**src/rtl/dmem_arbiter_pkg.sv**
```systemverilog
// Shared constants and types for the data-memory arbiter slice.
package dmem_arbiter_pkg;

    localparam int DEF_CORES = 4;
    localparam int DEF_AW    = 10;
    localparam int DEF_DW    = 32;

    // Access type as carried on core_we / mem_we.
    typedef enum logic {
        ACC_LOAD  = 1'b0,
        ACC_STORE = 1'b1
    } acc_t;

    // Width of a core index; a single core still needs one bit.
    function automatic int ptr_w(input int n);
        return (n > 1) ? $clog2(n) : 1;
    endfunction

endpackage

```
**src/rtl/dmem_arbiter_rr_arbiter.sv**
```systemverilog
// Combinational round-robin picker: first set request at or above ptr, wrapping.
module rr_arbiter
    import dmem_arbiter_pkg::*;
#(
    parameter int N  = DEF_CORES,
    parameter int PW = ptr_w(N)
) (
    input  logic [N-1:0]  req,
    input  logic [PW-1:0] ptr,
    output logic [N-1:0]  gnt_onehot,
    output logic [PW-1:0] gnt_idx,
    output logic          any
);

    // Walk offsets from the farthest to the nearest so the nearest hit wins.
    always_comb begin
        gnt_onehot = '0;
        gnt_idx    = '0;
        any        = 1'b0;
        for (int k = N - 1; k >= 0; k--) begin
            int idx;
            idx = int'(ptr) + k;
            if (idx >= N) begin
                idx = idx - N;
            end
            if (req[idx]) begin
                gnt_onehot      = '0;
                gnt_onehot[idx] = 1'b1;
                gnt_idx         = PW'(idx);
                any             = 1'b1;
            end
        end
    end

endmodule

```
**src/rtl/dmem_arbiter.sv**
```systemverilog
// Shares the single-port data memory among CORES load/store units, one
// access per cycle, round-robin, with a one-cycle ack and a per-core load bank.
module dmem_arbiter
    import dmem_arbiter_pkg::*;
#(
    parameter int CORES = DEF_CORES,
    parameter int AW    = DEF_AW,
    parameter int DW    = DEF_DW
) (
    input  logic                clk,
    input  logic                reset,
    input  logic [CORES-1:0]    core_req,
    input  logic [CORES-1:0]    core_we,
    input  logic [CORES*AW-1:0] core_addr,
    input  logic [CORES*DW-1:0] core_wdata,
    output logic [CORES-1:0]    core_ack,
    output logic [CORES*DW-1:0] core_rdata,
    output logic                mem_en,
    output logic                mem_we,
    output logic [AW-1:0]       mem_addr,
    output logic [DW-1:0]       mem_wdata,
    input  logic [DW-1:0]       mem_rdata
);

    localparam int PW = ptr_w(CORES);

    logic [AW-1:0]    addr_arr  [CORES];
    logic [DW-1:0]    wdata_arr [CORES];
    logic [DW-1:0]    rdata_reg [CORES];

    logic [PW-1:0]    rr_ptr_reg;
    logic             inflight_vld_reg;
    logic [PW-1:0]    inflight_id_reg;
    acc_t             inflight_acc_reg;
    logic [CORES-1:0] inflight_mask;
    logic [CORES-1:0] eligible;
    logic [CORES-1:0] ack_reg;

    logic             mem_en_reg;
    logic             mem_we_reg;
    logic [AW-1:0]    mem_addr_reg;
    logic [DW-1:0]    mem_wdata_reg;

    logic [CORES-1:0] gnt_onehot;
    logic [PW-1:0]    gnt_idx;
    logic             gnt_any;
    logic [PW-1:0]    rr_ptr_next;

    genvar gi;
    generate
        for (gi = 0; gi < CORES; gi++) begin : g_slice
            assign addr_arr[gi]               = core_addr[gi*AW +: AW];
            assign wdata_arr[gi]              = core_wdata[gi*DW +: DW];
            assign core_rdata[gi*DW +: DW]    = rdata_reg[gi];
        end
    endgenerate

    // The core whose access is in flight is held off until its ack has gone out.
    always_comb begin
        inflight_mask = '0;
        if (inflight_vld_reg) begin
            inflight_mask[inflight_id_reg] = 1'b1;
        end
    end

    assign eligible = core_req & ~inflight_mask;

    rr_arbiter #(
        .N  (CORES),
        .PW (PW)
    ) u_rr (
        .req        (eligible),
        .ptr        (rr_ptr_reg),
        .gnt_onehot (gnt_onehot),
        .gnt_idx    (gnt_idx),
        .any        (gnt_any)
    );

    assign rr_ptr_next = (gnt_idx == PW'(CORES - 1)) ? '0 : gnt_idx + PW'(1);

    // Launch the granted access toward dm and note which core owns it.
    always_ff @(posedge clk or posedge reset) begin
        if (reset) begin
            rr_ptr_reg       <= '0;
            inflight_vld_reg <= 1'b0;
            inflight_id_reg  <= '0;
            inflight_acc_reg <= ACC_LOAD;
            mem_en_reg       <= 1'b0;
            mem_we_reg       <= 1'b0;
            mem_addr_reg     <= '0;
            mem_wdata_reg    <= '0;
        end else if (gnt_any) begin
            rr_ptr_reg       <= rr_ptr_next;
            inflight_vld_reg <= 1'b1;
            inflight_id_reg  <= gnt_idx;
            inflight_acc_reg <= acc_t'(core_we[gnt_idx]);
            mem_en_reg       <= 1'b1;
            mem_we_reg       <= core_we[gnt_idx];
            mem_addr_reg     <= addr_arr[gnt_idx];
            mem_wdata_reg    <= wdata_arr[gnt_idx];
        end else begin
            inflight_vld_reg <= 1'b0;
            mem_en_reg       <= 1'b0;
            mem_we_reg       <= 1'b0;
        end
    end

    // The in-flight mask is already the one-hot ack for the completing core.
    always_ff @(posedge clk or posedge reset) begin
        if (reset) begin
            ack_reg <= '0;
        end else begin
            ack_reg <= inflight_mask;
        end
    end

    generate
        for (gi = 0; gi < CORES; gi++) begin : g_rbank
            // Capture dm read data for this core's completing load; stores leave it alone.
            always_ff @(posedge clk or posedge reset) begin
                if (reset) begin
                    rdata_reg[gi] <= '0;
                end else if (inflight_vld_reg && inflight_acc_reg == ACC_LOAD &&
                             inflight_id_reg == PW'(gi)) begin
                    rdata_reg[gi] <= mem_rdata;
                end
            end
        end
    endgenerate

    assign core_ack  = ack_reg;
    assign mem_en    = mem_en_reg;
    assign mem_we    = mem_we_reg;
    assign mem_addr  = mem_addr_reg;
    assign mem_wdata = mem_wdata_reg;

endmodule

```
**config.mk**
```make
export PLATFORM = sky130hd
export DESIGN_NAME = dmem_arbiter
export DESIGN_NICKNAME = d
export VERILOG_FILES = /design/src/rtl/dmem_arbiter_pkg.sv /design/src/rtl/dmem_arbiter_rr_arbiter.sv /design/src/rtl/dmem_arbiter.sv
export SDC_FILE = /design/constraint.sdc
export NUM_CORES = 1
export LEC_CHECK = 0
export ABC_AREA = 0
export CORE_AREA = 2 2 149 151
export DETAILED_ROUTE_END_ITERATION = 16
export DIE_AREA = 0 0 151 153
export MAX_ROUTING_LAYER = met4
export PLACE_DENSITY = 0.77
export SYNTH_ARGS = -nofsm -noshare
export SYNTH_HDL_FRONTEND = slang
export SYNTH_SLANG_ARGS = --single-unit
```
**constraint.sdc**
```tcl
create_clock -name clk -period 7 [get_ports clk]
set_input_delay 1.05 -clock clk [delete_from_list [all_inputs] [get_ports clk]]
set_output_delay 1.05 -clock clk [all_outputs]
set_load 0.05 [all_outputs]
```
==> results.sh <==
export IMPL_status="finished, final reports clean"
export IMPL_fin_worst_skew_ps=11.2
export IMPL_setup_viol=0
export IMPL_required_ps=7320
export IMPL_crit_path_end_kind="flip-flop"
export IMPL_ys_warn_count=0
export IMPL_core_um2=21500
export IMPL_rsz0062_at_grt="no"
export IMPL_cts_tree="done"
export IMPL_root_buffer="clkbuf_16"
export IMPL_synthArstFlopShare=1.00
export IMPL_die_w_um=151
export IMPL_worstPathArrival_ps=4460
export IMPL_drt_iter0_markers=224
export IMPL_cts_buffers=17
export IMPL_cts_resized=0
export IMPL_cts_path_max_buffers=2
export IMPL_gp_congestion=0.896
export IMPL_hold_class="reg -> reg"
export IMPL_yosysSeqAreaShare=0.537
export IMPL_layout_drive_gt1_share=0.232
export IMPL_wire_per_inst_um=20.5
export IMPL_drc=0
export IMPL_first_pass_iters=5
export IMPL_slew_headroom=0.378
export IMPL_postCtsSetupRepairBufs=0
export IMPL_gr_usage_all_layers=0.234
export IMPL_period_share=0.592
export IMPL_vias=6784
export IMPL_min_period_ps=4140
export IMPL_synthTopCellsByArea="dfrtp_1 54%, mux2_2 23%, mux2i_1 5.2%"
export IMPL_yosysTopAreaCell="dfrtp_1"
export IMPL_synth_seq_cells=181
export IMPL_crit_path_start_kind="input port"
export IMPL_rows=54
export IMPL_antenna_found_initial=1
export IMPL_fin_setup_tns_ps=0
export IMPL_grt_overflow=0
export IMPL_clk_latency_ps=430
export IMPL_synthFlopType="dfrtp_1"
export IMPL_h_tree_depth=4
export IMPL_grt_max_degree=73
export IMPL_final_hold_viol_count=0
export IMPL_clk_pin_slew_ps=80
export IMPL_synth_most_common_cell="dfrtp_1"
export IMPL_fp_dieH_um=153
export IMPL_grt_pass1_vias=7163
export IMPL_syn_instance_count=633
export IMPL_synth_top_area_frac=0.537
export IMPL_synth_edf_count=0
export IMPL_wl_um=26400
export IMPL_initial_utilization=0.392
export IMPL_hold_buffers=0
export IMPL_synthesis_area_um2=8430
export IMPL_syn_avg_cell_area_um2=13.3
export IMPL_ios=386
export IMPL_clock_fmax_mhz=241
export IMPL_ys_top_cells_by_count="181 x dfrtp_1, 173 x mux2_2, 84 x nand3_1"
export IMPL_ant_nets=0
export IMPL_post_route_util=0.612
export IMPL_dieArea_um2=23100
export IMPL_ys_types=40
export IMPL_syn_to_final_growth_pct=55.9
export IMPL_largest_reg_flops=128
export IMPL_syn_nets=844
export IMPL_tightest_slew_ps=933
export IMPL_drv_cap=0
export IMPL_crit_type="in -> reg"
export IMPL_hpwl_um=19700
export IMPL_clock_sinks=181
export IMPL_slew_viol_final=0
export IMPL_port_buffers=385
export IMPL_finalNetCount=1207
export IMPL_viasPerCell=5.26
export IMPL_grt_pass1_wl_um=40300
export IMPL_path_max_fanout=48
## cells by family after synthesis
family	after synthesis	share of synthesized area
mux	217	0.283
flops	181	0.537
simple gates	105	0.0660
compound gates	67	0.0758
buf+inv	60	0.0332
xor+xnor	2	0.00297
fa+ha+maj	1	0.00148
## critical path, stage by stage
cell,delay [ps]
clkdlybuf4s50_1,520
mux2_2,170
o21a_1,250
o211ai_1,180
a311oi_4,270
buf_4,550
buf_4,670
mux2_2,410
a221o_1,320
## cell type report
type                       count  area [um^2]
sequential                   181         4530
antenna                        1         2.50
clock buffer                  18          439
fill                        1762         8340
multi-input combinational    392         3670
inverter                       6         27.5
timing repair buffer         398         3950
tap                          280          350
clock inverter                14          178
## cell usage in the layout, fill, tap and decap left out, types with 3 or more instances in the layout
cell	count
buf_4	13
clkdlybuf4s50_1	385
nor4b_2	3
dfrtp_1	181
clkinv_4	4
clkbuf_16	17
inv_1	5
mux2i_1	44
a221o_1	42
mux2_2	173
nand3_1	84
nor2_1	7
inv_6	3
o211ai_1	5
clkinv_8	6
## stage by stage
step | std cells | hold WS (ps) | setup WS [ps] | instance area (um^2)
2_1_floorplan | 633 | 564 | 1030 | 8430
3_3_place_gp | 1257 | 486 | 2550 | 12500
3_5_place_dp | 1257 | 493 | 2460 | 12500
4_1_cts | 1289 | 510 | 2910 | 13100
5_1_grt | 1290 | 518 | 2730 | 13100
6_report | 1290 | 506 | 2860 | 13100
## metal layers
| metal | vias to the layer above | global-route usage | part of all wire |
|---|---|---|---|
| met5 | - | - | 0 |
| met4 | 0 | 0.0779 | 0.021 |
| met3 | 29 | 0.0543 | 0.074 |
| met2 | 306 | 0.405 | 0.51 |
| met1 | 3340 | 0.265 | 0.39 |
| li1 | 3109 | - | - |
## worst paths after layout
path / startpoint / to / slack (ps) / cells after the start
worst min-delay path: core_rdata[73]$_DFFE_PP0P_ / core_rdata[73]$_DFFE_PP0P_ / 510 / 1
worst max-delay path: core_req[1] / mem_wdata[8]$_DFFE_PP0P_ / 2860 / 9
max in group asynchronous: reset / core_rdata[29]$_DFFE_PP0P_ / 4680 / 3
min in group asynchronous: reset / core_rdata[22]$_DFFE_PP0P_ / 1010 / 2
worst min register to register: core_rdata[73]$_DFFE_PP0P_ / core_rdata[73]$_DFFE_PP0P_ / 510 / 1
worst max register to register: rr_ptr_reg[0]$_DFFE_PP0P_ / mem_wdata[8]$_DFFE_PP0P_ / 3030 / 8
Power is left out: the tool's default activity adds up to more than one toggle a clock period on the data nets, which glitch-free logic cannot reach.
